==> config.mk <==
export PLATFORM = sky130hd
export DESIGN_NAME = fetch_unit_flat
export DESIGN_NICKNAME = d
export VERILOG_FILES = /design/src/rtl/fetch_unit_if.sv /design/src/rtl/fetch_unit.sv /design/src/flat_wrapper.sv
export SDC_FILE = /design/constraint.sdc
export NUM_CORES = 1
export LEC_CHECK = 0
export CAP_MARGIN = 5
export CORE_MARGIN = 10
export CORE_UTILIZATION = 39
export CTS_BUF_LIST = sky130_fd_sc_hd__clkbuf_8
export DETAILED_ROUTE_END_ITERATION = 8
export PLACE_DENSITY = 0.73
export SLEW_MARGIN = 40
export SYNTH_ARGS = -nofsm -noshare
export SYNTH_HDL_FRONTEND = slang
export SYNTH_SLANG_ARGS = --single-unit
==> constraint.sdc <==
create_clock -name clk -period 2.02 [get_ports clk]
set_input_delay 0.404 -clock clk [delete_from_list [all_inputs] [get_ports clk]]
set_output_delay 0.404 -clock clk [all_outputs]
set_load 0.02 [all_outputs]
==> src/rtl/fetch_unit_if.sv <==
// Bundle between the fetch unit, program memory and the decoder.
// The master side is the fetch unit; the slave side is memory plus decoder.
interface fetch_unit_if #(
    parameter int REG_WIDTH  = 8,
    parameter int ADDR_WIDTH = 16
);
    logic [ADDR_WIDTH-1:0] mem_addr;
    logic                  mem_rd;
    logic [REG_WIDTH-1:0]  mem_rdata;
    logic [REG_WIDTH-1:0]  instruction_out;
    logic [ADDR_WIDTH-1:0] addr_out;
    logic                  instruction_ready;
    logic                  instruction_done;
    logic                  pc_load;
    logic [ADDR_WIDTH-1:0] pc_load_val;
    logic [ADDR_WIDTH-1:0] pc_out;
    logic                  illegal;

    modport master (
        output mem_addr, mem_rd, instruction_out, addr_out,
               instruction_ready, pc_out, illegal,
        input  mem_rdata, instruction_done, pc_load, pc_load_val
    );

    modport slave (
        input  mem_addr, mem_rd, instruction_out, addr_out,
               instruction_ready, pc_out, illegal,
        output mem_rdata, instruction_done, pc_load, pc_load_val
    );
endinterface

==> src/rtl/fetch_unit.sv <==
// 6502 instruction fetch front end: reads opcode plus 0-2 operand bytes and hands them to the decoder.
// Optional feature FETCH_ILLEGAL_TRAP_EN: cc=11 opcodes halt the unit with illegal=1 until reset.
module fetch_unit #(
    parameter int                    REG_WIDTH  = 8,
    parameter int                    ADDR_WIDTH = 16,
    parameter logic [ADDR_WIDTH-1:0] RESET_PC   = 16'h0000
) (
    input  logic         clk,
    input  logic         reset_n,
    fetch_unit_if.master bus
);

    typedef enum logic [2:0] {
        OP_REQ  = 3'd0,
        OP_WAIT = 3'd1,
        LO_REQ  = 3'd2,
        LO_WAIT = 3'd3,
        HI_REQ  = 3'd4,
        HI_WAIT = 3'd5,
        PRESENT = 3'd6,
        HALT    = 3'd7
    } state_t;

    state_t                state_r;
    state_t                state_s;
    logic [ADDR_WIDTH-1:0] pc_r;
    logic [ADDR_WIDTH-1:0] addr_r;
    logic [REG_WIDTH-1:0]  opcode_r;
    logic [1:0]            len_r;
    logic                  trap_s;
    logic                  req_s;

    // Operand byte count from the 6502 aaabbbcc opcode layout.
    function automatic logic [1:0] op_len(input logic [REG_WIDTH-1:0] op);
        logic [2:0] bbb;
        logic [1:0] cc;
        bbb = op[4:2];
        cc  = op[1:0];
        if ((bbb == 3'b011) || (bbb == 3'b110) || (bbb == 3'b111)) begin
            op_len = 2'd2;
        end else if ((bbb == 3'b010) && (cc == 2'b10)) begin
            op_len = 2'd0;
        end else begin
            op_len = 2'd1;
        end
    endfunction

    // State register.
    always_ff @(posedge clk) begin
        if (!reset_n) begin
            state_r <= OP_REQ;
        end else begin
            state_r <= state_s;
        end
    end

    // Next-state logic; the opcode length is taken straight off mem_rdata in OP_WAIT.
    always_comb begin
        state_s = state_r;
`ifdef FETCH_ILLEGAL_TRAP_EN
        trap_s = (bus.mem_rdata[1:0] == 2'b11);
`else
        trap_s = 1'b0;
`endif
        case (state_r)
            OP_REQ:  state_s = OP_WAIT;
            OP_WAIT: begin
                if (trap_s) begin
                    state_s = HALT;
                end else if (op_len(bus.mem_rdata) == 2'd0) begin
                    state_s = PRESENT;
                end else begin
                    state_s = LO_REQ;
                end
            end
            LO_REQ:  state_s = LO_WAIT;
            LO_WAIT: begin
                if (len_r == 2'd2) begin
                    state_s = HI_REQ;
                end else begin
                    state_s = PRESENT;
                end
            end
            HI_REQ:  state_s = HI_WAIT;
            HI_WAIT: state_s = PRESENT;
            PRESENT: begin
                if (bus.instruction_done) begin
                    state_s = OP_REQ;
                end else begin
                    state_s = PRESENT;
                end
            end
            HALT:    state_s = HALT;
            default: state_s = OP_REQ;
        endcase
    end

    // Output decode; the read strobe is masked while reset is held so memory sees no request.
    always_comb begin
        req_s                 = (state_r == OP_REQ) || (state_r == LO_REQ) || (state_r == HI_REQ);
        bus.mem_rd            = req_s && reset_n;
        bus.mem_addr          = {ADDR_WIDTH{1'b0}};
        if (req_s && reset_n) begin
            bus.mem_addr = pc_r;
        end else begin
            bus.mem_addr = {ADDR_WIDTH{1'b0}};
        end
        bus.instruction_ready = (state_r == PRESENT);
        bus.instruction_out   = opcode_r;
        bus.addr_out          = addr_r;
        bus.pc_out            = pc_r;
`ifdef FETCH_ILLEGAL_TRAP_EN
        bus.illegal           = (state_r == HALT);
`else
        bus.illegal           = 1'b0;
`endif
    end

    // PC, opcode and operand assembly.
    always_ff @(posedge clk) begin
        if (!reset_n) begin
            pc_r     <= RESET_PC;
            opcode_r <= {REG_WIDTH{1'b0}};
            addr_r   <= {ADDR_WIDTH{1'b0}};
            len_r    <= 2'd0;
        end else begin
            case (state_r)
                OP_REQ, LO_REQ, HI_REQ: pc_r <= pc_r + {{(ADDR_WIDTH-1){1'b0}}, 1'b1};
                OP_WAIT: begin
                    opcode_r <= bus.mem_rdata;
                    len_r    <= op_len(bus.mem_rdata);
                    addr_r   <= {ADDR_WIDTH{1'b0}};
                end
                LO_WAIT: addr_r <= {{(ADDR_WIDTH-REG_WIDTH){1'b0}}, bus.mem_rdata};
                HI_WAIT: addr_r[2*REG_WIDTH-1:REG_WIDTH] <= bus.mem_rdata;
                PRESENT: begin
                    if (bus.pc_load) begin
                        pc_r <= bus.pc_load_val;
                    end else begin
                        pc_r <= pc_r;
                    end
                end
                default: pc_r <= pc_r;
            endcase
        end
    end

endmodule

==> src/flat_wrapper.sv <==
// flat-port wrapper written by rule: the top's interface ports become plain ports
module fetch_unit_flat 
#(
    parameter int                    REG_WIDTH  = 8,
    parameter int                    ADDR_WIDTH = 16,
    parameter logic [ADDR_WIDTH-1:0] RESET_PC   = 16'h0000
)
  (clk, reset_n, bus_mem_addr, bus_mem_rd, bus_instruction_out, bus_addr_out, bus_instruction_ready, bus_pc_out, bus_illegal, bus_mem_rdata, bus_instruction_done, bus_pc_load, bus_pc_load_val);
  fetch_unit_if #(.REG_WIDTH(REG_WIDTH), .ADDR_WIDTH(ADDR_WIDTH)) bus_i ();
  input  logic clk;
  input  logic reset_n;
  output wire logic [$bits(bus_i.mem_addr)-1:0] bus_mem_addr;
  output wire logic [$bits(bus_i.mem_rd)-1:0] bus_mem_rd;
  output wire logic [$bits(bus_i.instruction_out)-1:0] bus_instruction_out;
  output wire logic [$bits(bus_i.addr_out)-1:0] bus_addr_out;
  output wire logic [$bits(bus_i.instruction_ready)-1:0] bus_instruction_ready;
  output wire logic [$bits(bus_i.pc_out)-1:0] bus_pc_out;
  output wire logic [$bits(bus_i.illegal)-1:0] bus_illegal;
  input wire logic [$bits(bus_i.mem_rdata)-1:0] bus_mem_rdata;
  input wire logic [$bits(bus_i.instruction_done)-1:0] bus_instruction_done;
  input wire logic [$bits(bus_i.pc_load)-1:0] bus_pc_load;
  input wire logic [$bits(bus_i.pc_load_val)-1:0] bus_pc_load_val;
  assign bus_mem_addr = bus_i.mem_addr;
  assign bus_mem_rd = bus_i.mem_rd;
  assign bus_instruction_out = bus_i.instruction_out;
  assign bus_addr_out = bus_i.addr_out;
  assign bus_instruction_ready = bus_i.instruction_ready;
  assign bus_pc_out = bus_i.pc_out;
  assign bus_illegal = bus_i.illegal;
  assign bus_i.mem_rdata = bus_mem_rdata;
  assign bus_i.instruction_done = bus_instruction_done;
  assign bus_i.pc_load = bus_pc_load;
  assign bus_i.pc_load_val = bus_pc_load_val;
  fetch_unit #(.REG_WIDTH(REG_WIDTH), .ADDR_WIDTH(ADDR_WIDTH), .RESET_PC(RESET_PC)) u_core (.clk(clk), .reset_n(reset_n), .bus(bus_i));
endmodule
Word level (Yosys, flattened, before mapping) --
Cells that the tools add are included.
Word-level totals: input port bits 28, register bits after elaboration 45, word-level logic and storage cells 47
Cells by class: muxes and demuxes 12, add/sub/neg operators 1, eq/ne operators 14, reductions and logical operators 14
Operator list (count):
- 16-bit two-way mux | 2
- 16-bit one-hot mux with 2 select lines | 1
- 8-bit one-hot mux with 2 select lines | 2
- 3-bit one-hot mux with 8 select lines | 1
- 3-bit == test, second input constant | 6
- 16-bit by 1-bit adder with 16-bit output, second input constant | 1
- 3-bit by 2-bit == test with 1-bit output, second input constant | 4
- 2-bit two-way mux | 3
- 3-bit two-way mux | 2
- 2-bit nonzero test | 3
- 2-bit == test, second input constant | 2
- 1-bit logical OR | 4
- 3-bit by 1-bit == test with 1-bit output, second input constant | 1
- 3-bit zero test | 1
- 3-bit OR reduction | 1
- 1-bit logical AND | 2
- 2-bit zero test | 1
- 2-bit by 1-bit inequality test with 1-bit output, second input constant | 1
- 2-bit AND reduction | 1
- 2-bit OR reduction | 1
- 1-bit two-way mux | 1

Longest topological paths before layout --
Gate-level depths: netlist of run 1.
depth in word-level cells 8, gate-level depth with buffers 7

Worst setup path before layout of run 1 --
No wires, ideal clock.
path kind register to output, from register u_core.state_r[2], to output bus_mem_addr[10], data arrival time 1438 ps, required time 1616 ps, stages on the path, launching flop included 7, slack 178 ps, path through dfxtp_1 > buf_2 > and2_1 > buf_6 > nor2_1 > buf_2 > and2_1
On the way: word-level cells in the longest chain between the ends 5
Ends and longest elaborated chain:
- start: declaration | RTL line fetch_unit.sv:24 | state_t state_r;
- start signal: assignment | RTL line fetch_unit.sv:53 | state_r <= state_s;
- 3-bit by 2-bit == test with 1-bit output / 3-bit zero test (equally long branches) | RTL line fetch_unit.sv:100 | req_s = (state_r == OP_REQ) || (state_r == LO_REQ) || (state_r == HI_REQ);
- 1-bit logical OR | RTL line fetch_unit.sv:100
- 1-bit logical OR (*) | RTL line fetch_unit.sv:100
- 1-bit logical AND (*)
- net bus_mem_rd | RTL line flat_wrapper.sv:13 | output wire logic [$bits(bus_i.mem_rd)-1:0] bus_mem_rd;
- 16-bit two-way mux (*) | RTL line fetch_unit.sv:103 | if (req_s && reset_n) begin
- end: declaration | RTL line flat_wrapper.sv:12 | output wire logic [$bits(bus_i.mem_addr)-1:0] bus_mem_addr;
Mark *: on every way through the listed nets, which the timed path passes. The rest lies on a longest branch.

Worst setup path in the final report of run 1 --
from input reset_n, to output bus_mem_addr[9]
On the way: word-level cells in the longest chain between the ends 2
Ends and longest elaborated chain:
- start: declaration | RTL line flat_wrapper.sv:11 | input logic reset_n;
- 1-bit logical AND | RTL line fetch_unit.sv:103
- 16-bit two-way mux | RTL line fetch_unit.sv:103
Every way passes these cells.

==> flow_summary.rst, run 1 <==
.. list-table::
   :header-rows: 1

   * - Metric
     - Value
   * - Ratio of cells with drive above 1 in the final layout
     - 16.2%
   * - Row cnt
     - 27
   * - Count of yosys warnings during synthesis
     - 0
   * - Total number of vias
     - 2490
   * - Proportion of synthesized area in mux cells
     - 0%
   * - Combinational family with the most area after synthesis
     - compound AO/OA/AOI/OAI gates
   * - Maximum number of pins on one net before global-route repair
     - 27
   * - Overall die width
     - 96.1 µm
   * - Core footprint
     - 0.00557 mm²
   * - Die area
     - 0.00924 mm²
   * - Multi-input combinational cell area
     - 0.00123 mm²
   * - Diodes inserted
     - 0
   * - Starting density of the core
     - 40.6%
   * - Arithmetic-cell share of the synthesized area counting full adders, half adders and majority gates
     - 0.553%
   * - Clock Sink Count
     - 45
   * - Number of flip-flops and latches in the synthesized netlist
     - 45
   * - Worst skew pair latency
     - 0.30 ns
   * - CTS Buf Count
     - 5
   * - Total iterations of the first detailed-routing run
     - 5
   * - Layout net count
     - 399
   * - Placed wire-length estimate after detailed placement
     - 5680 µm
   * - Type of the tightest min-delay check
     - register to register
   * - Most used standard cells in the synthesized netlist
     - sky130_fd_sc_hd__dfxtp_1, sky130_fd_sc_hd__a21oi_1, sky130_fd_sc_hd__nand2_1
   * - Top fanout value on the critical path
     - 17
   * - Post-route design area
     - 0.00326 mm²
   * - Post-synth EDFFs
     - 0
   * - Sequential cell area
     - 901 µm²
   * - Number of cells produced by synthesis
     - 276
   * - Switching power summed over all nets
     - 583 µW
   * - Leading register cell type out of synthesis
     - sky130_fd_sc_hd__dfxtp_1
   * - # hold bufs at CTS
     - 0
   * - Number of antenna violations at the first check in global routing
     - 0
   * - Number of endpoints failing setup at the final stage
     - 0
   * - Total count of hold-check failures in the final report
     - 0
   * - Worst setup slack after placement
     - -0.420 ns
   * - IO Pins
     - 87
   * - RSZ-0062 raised after global routing
     - false
   * - Weighted congestion reported at the end of routability-driven placement
     - 0.881
   * - Fill cells
     - 522
   * - Clock skew after layout
     - 0.00566 ns
   * - Synth async-reset ratio
     - 0%
   * - Status
     - finished clean
   * - Number of DRC markers after the initial detailed-route iteration
     - 112
   * - Switching share of total power
     - 29.7%
   * - Final WL
     - 7660 µm
   * - Critical R2R Capture
     - u_core.bus.pc_out[14]$_SDFFE_PN0P_
   * - Area of the mapped netlist
     - 0.00226 mm²
   * - Maxcap violations
     - 0
   * - Max-Slew Margin vs Limit
     - 53.5%
   * - Worst reg2reg path startpoint
     - u_core.bus.pc_out[0]$_SDFFE_PN0P_
   * - Post-route fraction of the period consumed by the critical path
     - 97.3%
   * - Ratio of total power to cell area
     - 602 mW/mm²
   * - Combinational share of power
     - 20.0%
   * - Slack of the worst reg-to-reg path
     - 0.22 ns
   * - Kind of start point of the critical path
     - input pin
   * - Overflow left after global routing
     - 0
   * - Library cell with the highest instance count after synthesis
     - sky130_fd_sc_hd__dfxtp_1
   * - DR vias/cell
     - 5.62
   * - Clock-pin slew reported for the worst setup and hold paths after clock tree synthesis
     - 0.09 ns
   * - Global-route wire length before repair
     - 12300 µm
   * - Peak VDD IR
     - 0.403 mV
   * - Worst Path Required
     - 1.62 ns
   * - Highest clock frequency the design can meet
     - 0.509 GHz
   * - LEAKAGE
     - 1.27 nW
   * - Critical path class
     - input pin to output pin
   * - Fraction of the mapped netlist area in simple logic gates
     - 26.3%
   * - Die Span Y
     - 96.1 µm
   * - R2R cell count
     - 5
   * - Synth top area cells
     - sky130_fd_sc_hd__dfxtp_1, sky130_fd_sc_hd__a21oi_1, sky130_fd_sc_hd__nand2_1, sky130_fd_sc_hd__and2_1, sky130_fd_sc_hd__o21ai_0
   * - Final setup margin
     - 0.0546 ns
   * - Number of distinct library cell variants in the gate-level netlist after synthesis
     - 51
   * - Beginning of the worst hold path
     - u_core.bus.addr_out[5]$_SDFFE_PN0P_
   * - DRC violations left
     - 0
   * - Drt wl/cell
     - 17.3 µm
   * - Clock share of power
     - 31.7%
   * - Sequential fraction of the synthesis area
     - 39.8%
   * - Total chip power
     - 1.97 mW
   * - Fraction of the mapped netlist area in compound gates
     - 27.3%
   * - Final min period
     - 1.97 ns
   * - Overall routing resource usage
     - 16.7%
   * - Final slew viol count
     - 0
   * - H-tree lvl count
     - 2
   * - Utilization after layout
     - 58.6%
   * - Transition at the pin with the smallest max-transition slack
     - 0.696 ns
   * - Sequential share of power
     - 48.3%
   * - Fraction of synthesized cell area in xor and xnor cells
     - 0%
   * - Area fraction of the dominant cell type after synthesis
     - 39.8%
   * - Most area-hungry cell type in the Yosys netlist
     - sky130_fd_sc_hd__dfxtp_1
   * - Syn-to-layout area delta
     - 44.4%
   * - Post-detailed-route count of antenna-violating nets
     - 0
   * - Internal power contribution
     - 1.38 mW
   * - Hold depth
     - 2
   * - Cell Area, Placed
     - 0.00324 mm²
   * - Synth Area per Inst
     - 8.19 µm²
   * - Number of input and output port buffers inserted
     - 85
   * - Clk root buf
     - sky130_fd_sc_hd__clkbuf_8
   * - Crit path DAT
     - 1.56 ns
   * - Final-layout setup total negative slack
     - 0 ns
   * - Vias in the first global route
     - 2338
   * - Post-Synthesis Net Count
     - 305
   * - Hold Path End
     - u_core.bus.addr_out[5]$_SDFFE_PN0P_
   * - Kind of end point of the critical path
     - output pin
   * - TritonCTS clock tree
     - yes
   * - Number of buffers on the longest clock path
     - 2
[final cells by class]
cell class / count / area share [%]
clock buffer: 6 / 2.53
inverter: 4 / 0.460
sequential: 45 / 27.6
multi-input combinational: 208 / 37.6
timing repair buffer: 106 / 28.5
clock inverter: 2 / 0.537
tap: 72 / 2.76
[per-stage QoR]
step	std cells	hold slack, ns
finish	443	0.455
global route	443	0.485
CTS	443	0.458
detailed placement	435	0.447
global placement	435	0.438
floorplan	276	0.450
[how the worst max path moves through the flow]
stage	slack, ns	endpoint	depth (start not counted)	from
global route	0.009	bus_mem_addr[9]	6	reset_n
floorplan	0.18	bus_mem_addr[10]	6	u_core.state_r[2]$_SDFF_PN0_
finish	0.05	bus_mem_addr[9]	6	reset_n
CTS	0.02	bus_mem_rd	5	reset_n
detailed placement	-0.42	bus_mem_addr[9]	6	reset_n
global placement	-0.37	bus_mem_addr[4]	6	reset_n
[worst max-delay path, stage by stage]
cell                              delay (ns)
sky130_fd_sc_hd__clkdlybuf4s50_1        0.48
sky130_fd_sc_hd__nand2b_1               0.07
sky130_fd_sc_hd__nor2_1                 0.13
sky130_fd_sc_hd__buf_6                  0.17
sky130_fd_sc_hd__and2_1                 0.14
sky130_fd_sc_hd__buf_2                  0.17
[kinds of logic (layout without fill, tap and decap cells)]
kind of cell | Yosys count | count (layout)
AO/OA/AOI/OAI | 95 | 95
AND/OR/NAND/NOR | 111 | 111
adder cells (fa/ha/maj) | 1 | 1
flip-flops | 45 | 45
other | 1 | 1
buffers and inverters | 23 | 118
[registers in the layout, indices dropped and copies added (netlist names)]
name / cells
u_core.bus.addr_out: 16
u_core.len_r: 2
u_core.state_r: 3
u_core.bus.instruction_out: 8
u_core.bus.pc_out: 16
[routing by layer]
metal  vias up  track usage (%)  wire length (µm)
met4         0             4.67               119
li1       1197                -                 -
met2       121             25.8              3420
met1      1158             20.3              3060
met5         -                0                 0
met3        14             8.17              1070
[timing repair]
| item | in CTS | in global routing |
|---|---|---|
| gates resized for setup | 69 | 1 |
| buffers inserted | 0 | 0 |
| endpoints found under the setup margin | 18 | 1 |
[placed cells by master, fill, tap and decap left out, types with 3 or more instances in the layout]
master                            instances
sky130_fd_sc_hd__a211oi_1                 7
sky130_fd_sc_hd__a21oi_1                 34
sky130_fd_sc_hd__a22oi_1                  8
sky130_fd_sc_hd__and2_1                  17
sky130_fd_sc_hd__buf_2                   16
sky130_fd_sc_hd__buf_4                   19
sky130_fd_sc_hd__clkbuf_8                 6
sky130_fd_sc_hd__clkdlybuf4s50_1         67
sky130_fd_sc_hd__dfxtp_1                 45
sky130_fd_sc_hd__nand2_1                 29
sky130_fd_sc_hd__nand2b_1                 4
sky130_fd_sc_hd__nand3_1                 15
sky130_fd_sc_hd__nor2_1                  18
sky130_fd_sc_hd__nor3_1                   7
sky130_fd_sc_hd__nor4_1                   3
sky130_fd_sc_hd__o21ai_0                 19
sky130_fd_sc_hd__o31ai_1                  5
[power by group through the flow]
| stage | clock [mW] | combinational (mW) | sequential [mW] |
|---|---|---|---|
| final | 0.624 | 0.393 | 0.950 |
| after global routing | 0.666 | 0.431 | 0.955 |
| after CTS | 0.633 | 0.394 | 0.950 |
| after detailed placement | 0 | 0.395 | 0.970 |
| after global placement | 0 | 0.393 | 0.968 |
| after floorplan | 0 | 0.173 | 0.996 |
Note: power is estimated with default switching activity, not from simulation.
==> run 2: changes to the inputs <==
Settings changed: ABC_AREA set to 1.
==> run 2 against run 1 <==
  * Worst setup slack worse by 0.0081 ns
  * Highest routed layer unchanged
  * Global-route usage is essentially flat
  * Clock skew barely moved
  * Total power up 0.79%
  * Sequential cell count is the same
==> flow_summary.rst, run 2 <==
.. list-table::
   :header-rows: 1

   * - Metric
     - Value
   * - Status
     - finished clean
   * - Area fraction of the dominant cell type after synthesis
     - 39.5% (-0.33 points)
   * - Clock-pin slew reported for the worst setup and hold paths after clock tree synthesis
     - 0.10 ns (about the same)
   * - Worst skew pair latency
     - 0.30 ns (about the same)
   * - Global-route wire length before repair
     - 12500 µm (+1.5%)
   * - Multi-input combinational cell area
     - 0.00118 mm² (-3.6%)
   * - Synth async-reset ratio
     - 0% (unchanged)
   * - Overall die width
     - 96.5 µm (+0.33%)
   * - Clock skew after layout
     - 0.00566 ns (-0.00000458 ns)
   * - # hold bufs at CTS
     - 0 (unchanged)
   * - Worst reg2reg path startpoint
     - u_core.state_r[0]$_SDFF_PN0_
   * - Most frequent standard cell in the layout excluding fill and tap cells
     - sky130_fd_sc_hd__nand2_1
   * - Number of flip-flops and latches in the synthesized netlist
     - 45 (unchanged)
   * - Worst setup path startpoint
     - reset_n
   * - Die Span Y
     - 96.5 µm (+0.33%)
   * - Library cell with the highest instance count after synthesis
     - sky130_fd_sc_hd__nand2_1
   * - Busiest grt layer
     - met2
   * - Worst setup slack after placement
     - -0.558 ns (-0.137 ns)
   * - Final slew viol count
     - 0 (unchanged)
   * - Synth Area per Inst
     - 6.69 µm² (-18%)
   * - Total number of vias
     - 2622 (+5.3%)
   * - Number of input and output port buffers inserted
     - 85 (unchanged)
   * - TritonCTS clock tree
     - yes
   * - R2R cell count
     - 8 (+3)
   * - Number of antenna violations at the first check in global routing
     - 0 (unchanged)
   * - Hold depth
     - 2 (unchanged)
   * - Utilization after layout
     - 60.0% (+1.5 points)
   * - Synth top area cells
     - sky130_fd_sc_hd__dfxtp_1, sky130_fd_sc_hd__nand2_1, sky130_fd_sc_hd__nor2_1, sky130_fd_sc_hd__a21oi_1, sky130_fd_sc_hd__nand3_1
   * - Post-synth EDFFs
     - 0 (unchanged)
   * - RSZ-0062 raised after global routing
     - true
   * - Total iterations of the first detailed-routing run
     - 4 (-1)
   * - Overall routing resource usage
     - 16.7% (about the same)
   * - Starting density of the core
     - 40.9% (+0.34 points)
   * - Diodes inserted
     - 0 (unchanged)
   * - Count of yosys warnings during synthesis
     - 0 (unchanged)
   * - Number of DRC markers after the initial detailed-route iteration
     - 142 (+27%)
   * - Core footprint
     - 0.00557 mm² (unchanged)
   * - CP endpoint
     - bus_mem_addr[11]
   * - Ratio of cells with drive above 1 in the final layout
     - 15.3% (-0.91 points)
   * - Most used standard cells in the synthesized netlist
     - sky130_fd_sc_hd__nand2_1, sky130_fd_sc_hd__nor2_1, sky130_fd_sc_hd__dfxtp_1
   * - Worst Path Required
     - 1.62 ns (about the same)
   * - Weighted congestion reported at the end of routability-driven placement
     - 0.908 (+3.0%)
   * - Area of the mapped netlist
     - 0.00228 mm² (+0.83%)
   * - Critical path class
     - input pin to output pin
   * - Maxcap violations
     - 0 (unchanged)
   * - Ratio of total power to cell area
     - 592 mW/mm² (-1.7%)
   * - Kind of start point of the critical path
     - input pin
   * - Layout net count
     - 467 (+17%)
   * - Number of distinct library cell variants in the gate-level netlist after synthesis
     - 30 (-41%)
   * - Total chip power
     - 1.98 mW (+0.79%)
   * - Grt met2 use
     - 27.7% (+1.9 points)
   * - Final WL
     - 7680 µm (+0.17%)
   * - LEAKAGE
     - 1.27 nW (about the same)
   * - Clock Sink Count
     - 45 (unchanged)
   * - Type of the tightest min-delay check
     - register to register
   * - Crit path DAT
     - 1.57 ns (about the same)
   * - Met3 usage in global routing
     - 6.71% (-1.5 points)
   * - Slack of the worst reg-to-reg path
     - 0.31 ns (+0.09 ns)
   * - DP Cell Count
     - 497 (+14%)
   * - Sequential fraction of the synthesis area
     - 39.5% (-0.33 points)
   * - Fraction of met1 tracks used by global routing
     - 19.9% (-0.38 points)
   * - Commonest cells after routing, fill and taps aside
     - sky130_fd_sc_hd__nand2_1, sky130_fd_sc_hd__clkdlybuf4s50_1, sky130_fd_sc_hd__nor2_1, sky130_fd_sc_hd__dfxtp_1, sky130_fd_sc_hd__a21oi_1
   * - Final setup margin
     - 0.0464 ns (-0.00811 ns)
   * - H-tree lvl count
     - 2 (unchanged)
   * - Vias in the first global route
     - 2562 (+9.6%)
   * - Final min period
     - 1.97 ns (+0.00811 ns)
   * - Total count of hold-check failures in the final report
     - 0 (unchanged)
   * - DR vias/cell
     - 5.13 (-8.7%)
   * - Post-detailed-route count of antenna-violating nets
     - 0 (unchanged)
   * - CTS Buf Count
     - 5 (unchanged)
   * - Kind of end point of the critical path
     - output pin
   * - IO Pins
     - 87 (unchanged)
   * - Leading register cell type out of synthesis
     - sky130_fd_sc_hd__dfxtp_1
   * - Drt wl/cell
     - 15.0 µm (-13%)
   * - Syn-to-layout area delta
     - 46.8%
   * - Post-Synthesis Net Count
     - 370 (+21%)
   * - Top fanout value on the critical path
     - 8 (-9)
   * - DRC violations left
     - 0 (unchanged)
   * - Critical R2R Capture
     - u_core.len_r[0]$_SDFFE_PN0P_
   * - Series of cell instances along the critical path
     - clkdlybuf4s15_1 -> clkinv_2 -> nor3_4 -> buf_4 -> inv_4 -> nor2_1 -> clkdlybuf4s15_2
   * - Number of cells produced by synthesis
     - 341 (+24%)
   * - Tightest hold margin
     - 0.465 ns (+0.00984 ns)
   * - Placed wire-length estimate after detailed placement
     - 5620 µm (-1.0%)
   * - Number of buffers on the longest clock path
     - 2 (unchanged)
   * - Overflow left after global routing
     - 0 (unchanged)
   * - Maximum number of pins on one net before global-route repair
     - 26 (-3.7%)
   * - Peak VDD IR
     - 0.415 mV (+2.8%)
   * - Most area-hungry cell type in the Yosys netlist
     - sky130_fd_sc_hd__dfxtp_1
   * - Die area
     - 0.00930 mm² (+0.66%)
   * - Post-route fraction of the period consumed by the critical path
     - 97.7% (+0.40 points)
   * - Cell with the biggest individual delay on the critical path
     - sky130_fd_sc_hd__clkdlybuf4s15_2
   * - Fin cells
     - 511 (+15%)
   * - Clk root buf
     - sky130_fd_sc_hd__clkbuf_8
   * - Row cnt
     - 27 (unchanged)
   * - Max stage delay on crit path
     - 0.27 ns (-0.21 ns)
   * - Fill cells
     - 580 (+11%)
   * - Sequential cell area
     - 903 µm² (+0.28%)
   * - Highest clock frequency the design can meet
     - 0.507 GHz (-0.41%)
   * - Number of endpoints failing setup at the final stage
     - 0 (unchanged)
==> run 2: cell types whose count changed after synthesis, sizes merged, moves of 6 or more <==
cell / previous run / this run
a22oi: 8 / 0
and2: 18 / 0
inv: 3 / 32
nand2: 29 / 87
nand3: 16 / 27
nor2: 18 / 52
nor3: 7 / 1
o21ai: 20 / 29
o22ai: 1 / 9
==> run 2: metrics by stage <==
step | setup TNS, ns | instance area (µm²)
finish | 0 | 3350
global route | -0.250 | 3350
CTS | 0 | 3340
detailed placement | -8.81 | 3220
global placement | -8.56 | 3220
floorplan | 0 | 2280
==> run 2: kinds of logic after synthesis <==
group	Yosys count	synth area share [%]
adders and majority gates	1	0.549
buffers and inverters	46	9.22
and+or+nand+nor	173	31.9
AOI/OAI and AO/OA	75	18.7
other	1	0.164
DFF	45	39.5
==> run 2: report_power, final <==
| group | switching, mW | internal [mW] | total, mW |
|---|---|---|---|
| clock | 0.341 | 0.253 | 0.594 |
| sequential | 0.0356 | 0.928 | 0.963 |
| combinational | 0.236 | 0.189 | 0.425 |
==> run 2: worst min-delay path by stage <==
stage                                                     startpoint                                         end  slack (ns)
after floorplan                         u_core.len_r[1]$_SDFFE_PN0P_                u_core.len_r[1]$_SDFFE_PN0P_        0.44
after global placement           u_core.bus.addr_out[8]$_SDFFE_PN0P_         u_core.bus.addr_out[8]$_SDFFE_PN0P_        0.44
after detailed placement        u_core.bus.addr_out[13]$_SDFFE_PN0P_        u_core.bus.addr_out[13]$_SDFFE_PN0P_        0.45
after CTS                 u_core.bus.instruction_out[6]$_SDFFE_PN0P_  u_core.bus.instruction_out[6]$_SDFFE_PN0P_        0.47
after global routing            u_core.bus.addr_out[13]$_SDFFE_PN0P_        u_core.bus.addr_out[13]$_SDFFE_PN0P_        0.49
final                           u_core.bus.addr_out[15]$_SDFFE_PN0P_        u_core.bus.addr_out[15]$_SDFFE_PN0P_        0.46
==> run 2: worst max-delay path: cells and delay by family <==
family / cells / cell delay (ns)
buf+inv: 5 / 0.82
simple gates: 2 / 0.35
==> run 2: layer usage <==
metal | wire [µm] | share of wire, %
met1 | 3090 | 40
met2 | 3620 | 47
met3 | 879 | 11
met4 | 80 | 1.0
met5 | 0 | 0
==> run 2: what timing repair did <==
| item | 4_1_cts | 5_1_grt |
|---|---|---|
| gates cloned | 1 | 0 |
| setup buffers | 5 | 0 |
| pin swaps | 2 | 1 |
| setup endpoints to repair | 18 | 17 |
| gates resized for setup | 65 | 19 |
==> run 2: final cells by class <==
type,instances,area share (%)
Clock buffer,5,2.06
Tap cell,72,2.69
Timing Repair inverter,1,0.224
Inverter,34,4.00
Timing Repair Buffer,101,27.9
Clock inverter,3,0.748
Multi-Input combinational cell,250,35.4
Sequential cell,45,27.0
==> run 3: changes to the inputs <==
Settings changed: CORE_MARGIN 10 to 1.5, CORE_UTILIZATION 39 to 40, PLACE_DENSITY 0.73 to 0.75.
==> run 3 against run 2 <==
  * Cell count decreased by 0.39%
  * Sequential cell count unchanged
  * Largest power group unchanged
  * Clock-buffer cell count unchanged
  * Hold slack about the same
  * Non-clock buffer count decreased by 2
  * Die area decreased by 34%
  * Total power increased by 12%
  * First-iteration DRC count increased by 21%
  * Register-to-register slack improved by 0.02 ns
  * Combinational power decreased by 3%
==> flow_summary.rst, run 3 (synthesis results as in run 2) <==
.. list-table::
   :header-rows: 1

   * - Metric
     - Value
   * - Total number of vias
     - 2555 (-2.6%)
   * - Number of input and output port buffers inserted
     - 85 (unchanged)
   * - CTS Buf Count
     - 5 (unchanged)
   * - Clk root buf
     - sky130_fd_sc_hd__clkbuf_8
   * - Number of antenna violations at the first check in global routing
     - 0 (unchanged)
   * - Worst setup slack after placement
     - -0.530 ns (+0.0275 ns)
   * - Clock skew after layout
     - 0.0107 ns (+0.00502 ns)
   * - Final slew viol count
     - 0 (unchanged)
   * - Critical path class
     - register to output pin
   * - Worst Path Required
     - 1.62 ns (about the same)
   * - Top fanout value on the critical path
     - 8 (unchanged)
   * - Final WL
     - 6740 µm (-12%)
   * - Number of DRC markers after the initial detailed-route iteration
     - 172 (+21%)
   * - Clock share of power
     - 37.9% (+8.0 points)
   * - DRC violations left
     - 0 (unchanged)
   * - Syn-to-layout area delta
     - 46.8% (about the same)
   * - Post-detailed-route count of antenna-violating nets
     - 0 (unchanged)
   * - Final setup margin
     - 0.0904 ns (+0.0440 ns)
   * - Crit path DAT
     - 1.53 ns (-0.04 ns)
   * - Total iterations of the first detailed-routing run
     - 4 (unchanged)
   * - RSZ-0062 raised after global routing
     - true
   * - Max stage delay on crit path
     - 0.35 ns (+0.08 ns)
   * - Maximum number of pins on one net before global-route repair
     - 26 (unchanged)
   * - Die area
     - 0.00616 mm² (-34%)
   * - DP Cell Count
     - 498 (+0.20%)
   * - Weighted congestion reported at the end of routability-driven placement
     - 0.885 (-2.4%)
   * - Total count of hold-check failures in the final report
     - 0 (unchanged)
   * - Series of cell instances along the critical path
     - nand2_4 -> inv_2 -> nor3_4 -> buf_4 -> inv_4 -> nor2_1 -> clkdlybuf4s15_2
   * - Commonest cells after routing, fill and taps aside
     - sky130_fd_sc_hd__nand2_1, sky130_fd_sc_hd__clkdlybuf4s50_1, sky130_fd_sc_hd__nor2_1, sky130_fd_sc_hd__dfxtp_1, sky130_fd_sc_hd__a21oi_1
   * - Ratio of total power to cell area
     - 663 mW/mm² (+12%)
   * - Post-route fraction of the period consumed by the critical path
     - 95.5% (-2.2 points)
   * - Status
     - finished clean
   * - Vias in the first global route
     - 2308 (-9.9%)
   * - Final min period
     - 1.93 ns (-0.0440 ns)
   * - Kind of start point of the critical path
     - register
   * - Worst setup path startpoint
     - u_core.state_r[2]$_SDFF_PN0_
   * - Wire length on met3
     - 467 µm (-47%)
   * - Worst reg2reg path startpoint
     - u_core.state_r[0]$_SDFF_PN0_
   * - Sequential share of power
     - 43.4% (-5.2 points)
   * - Core footprint
     - 0.00551 mm² (-1.2%)
   * - Worst skew pair latency
     - 0.31 ns (about the same)
   * - Overall die width
     - 78.5 µm (-19%)
   * - Peak VDD IR
     - 0.471 mV (+14%)
   * - Clock-pin slew reported for the worst setup and hold paths after clock tree synthesis
     - 0.10 ns (about the same)
   * - Fin cells
     - 509 (-0.39%)
   * - Global-route wire length before repair
     - 11000 µm (-12%)
   * - Cell Area, Placed
     - 0.00323 mm² (+0.23%)
   * - Drt wl/cell
     - 13.2 µm (-12%)
   * - LEAKAGE
     - 1.29 nW (+1.5%)
   * - # hold bufs at CTS
     - 0 (unchanged)
   * - H-tree lvl count
     - 2 (unchanged)
   * - Highest metal layer with signal wires
     - met4
   * - Row cnt
     - 27 (unchanged)
   * - Number of endpoints failing setup at the final stage
     - 0 (unchanged)
   * - Highest clock frequency the design can meet
     - 0.518 GHz (+2.3%)
   * - Diodes inserted
     - 0 (unchanged)
   * - Number of buffers on the longest clock path
     - 2 (unchanged)
   * - Type of the tightest min-delay check
     - register to register
   * - Fill cells
     - 529 (-8.8%)
   * - Utilization after layout
     - 60.8% (+0.71 points)
   * - Maxcap violations
     - 0 (unchanged)
   * - Clock Sink Count
     - 45 (unchanged)
   * - Overall routing resource usage
     - 22.3% (+5.6 points)
   * - Cell with the biggest individual delay on the critical path
     - sky130_fd_sc_hd__dfxtp_2
   * - R2R cell count
     - 8 (unchanged)
   * - Overflow left after global routing
     - 0 (unchanged)
   * - Detailed-routing wirelength on met1
     - 2960 µm (-4.3%)
   * - Kind of end point of the critical path
     - output pin
   * - Ratio of cells with drive above 1 in the final layout
     - 14.2% (-1.1 points)
   * - CP endpoint
     - bus_mem_addr[15]
   * - Critical R2R Capture
     - u_core.len_r[0]$_SDFFE_PN0P_
   * - Switching share of total power
     - 27.4% (-3.5 points)
   * - Die Span Y
     - 78.5 µm (-19%)
   * - DR vias/cell
     - 5.02 (-2.2%)
   * - Layout net count
     - 465 (-0.43%)
   * - Starting density of the core
     - 41.4% (+0.50 points)
   * - Internal power contribution
     - 1.61 mW (+18%)
   * - TritonCTS clock tree
     - yes
   * - Post-route design area
     - 0.00335 mm² (about the same)
   * - Most frequent standard cell in the layout excluding fill and tap cells
     - sky130_fd_sc_hd__nand2_1
   * - Routed length on met2
     - 3220 µm (-11%)
   * - Combinational share of power
     - 18.7% (-2.8 points)
   * - IO Pins
     - 87 (unchanged)
   * - Slack of the worst reg-to-reg path
     - 0.33 ns (+0.02 ns)
   * - Switching power summed over all nets
     - 608 µW (-0.81%)
   * - Placed wire-length estimate after detailed placement
     - 4820 µm (-14%)
run 3: layout make-up:
| cell class | instances | area [µm²] | share of cell area [%] |
|---|---|---|---|
| Clock inverter | 3 | 68.8 | 2.06 |
| Timing Repair inverter | 1 | 7.51 | 0.224 |
| Multi-Input combinational cell | 250 | 1180 | 35.2 |
| Tap cell | 72 | 90.1 | 2.69 |
| Clock buffer | 5 | 68.8 | 2.06 |
| Inverter | 34 | 134 | 4.00 |
| Sequential cell | 45 | 903 | 27.0 |
| Timing Repair Buffer | 99 | 896 | 26.8 |
run 3: per-layer routing:
layer / vias to the layer above / global-route usage, %
met4: 0 / 5.36
li1: 1300 / -
met2: 90 / 36.3
met5: - / 0
met3: 10 / 5.70
met1: 1155 / 29.6
run 3: worst min path at each step:
stage                                               start                                    endpoint  slack, ns  depth (start not counted)
6_report       u_core.bus.instruction_out[1]$_SDFFE_PN0P_  u_core.bus.instruction_out[1]$_SDFFE_PN0P_       0.47                          2
5_1_grt                      u_core.len_r[1]$_SDFFE_PN0P_                u_core.len_r[1]$_SDFFE_PN0P_       0.49                          2
4_1_cts        u_core.bus.instruction_out[1]$_SDFFE_PN0P_  u_core.bus.instruction_out[1]$_SDFFE_PN0P_       0.47                          2
3_5_place_dp         u_core.bus.addr_out[13]$_SDFFE_PN0P_        u_core.bus.addr_out[13]$_SDFFE_PN0P_       0.45                          2
3_3_place_gp         u_core.bus.addr_out[14]$_SDFFE_PN0P_        u_core.bus.addr_out[14]$_SDFFE_PN0P_       0.44                          2
2_1_floorplan                u_core.len_r[1]$_SDFFE_PN0P_                u_core.len_r[1]$_SDFFE_PN0P_       0.44                          2
run 3: critical path: cells and delay by family (launching register included):
kind                   cells  cell delay, ns
DFF                        1            0.35
and+or+nand+nor            3            0.34
buffers and inverters      4            0.52
run 3: power groups by stage:
stage          registers (mW)  clock network [mW]  logic (mW)
6_report                0.963               0.841       0.414
4_1_cts                 0.961               0.853       0.411
2_1_floorplan            1.01                   0       0.185
5_1_grt                 0.968               0.889       0.452
3_5_place_dp            0.981                   0       0.404
3_3_place_gp            0.980                   0       0.401
run 3: timing repair:
item,CTS,global route
gates resized for setup,72,7
setup buffers,2,0
pin swaps,1,1
gates cloned,1,0
setup endpoints to repair,18,4
run 3: through the flow:
stage	hold slack (ns)	total power, mW	setup TNS, ns
finish	0.465	2.22	0
CTS	0.472	2.23	0
detailed placement	0.451	1.38	-8.63
global placement	0.445	1.38	-8.35
floorplan	0.442	1.20	0
global route	0.486	2.31	-0.0842
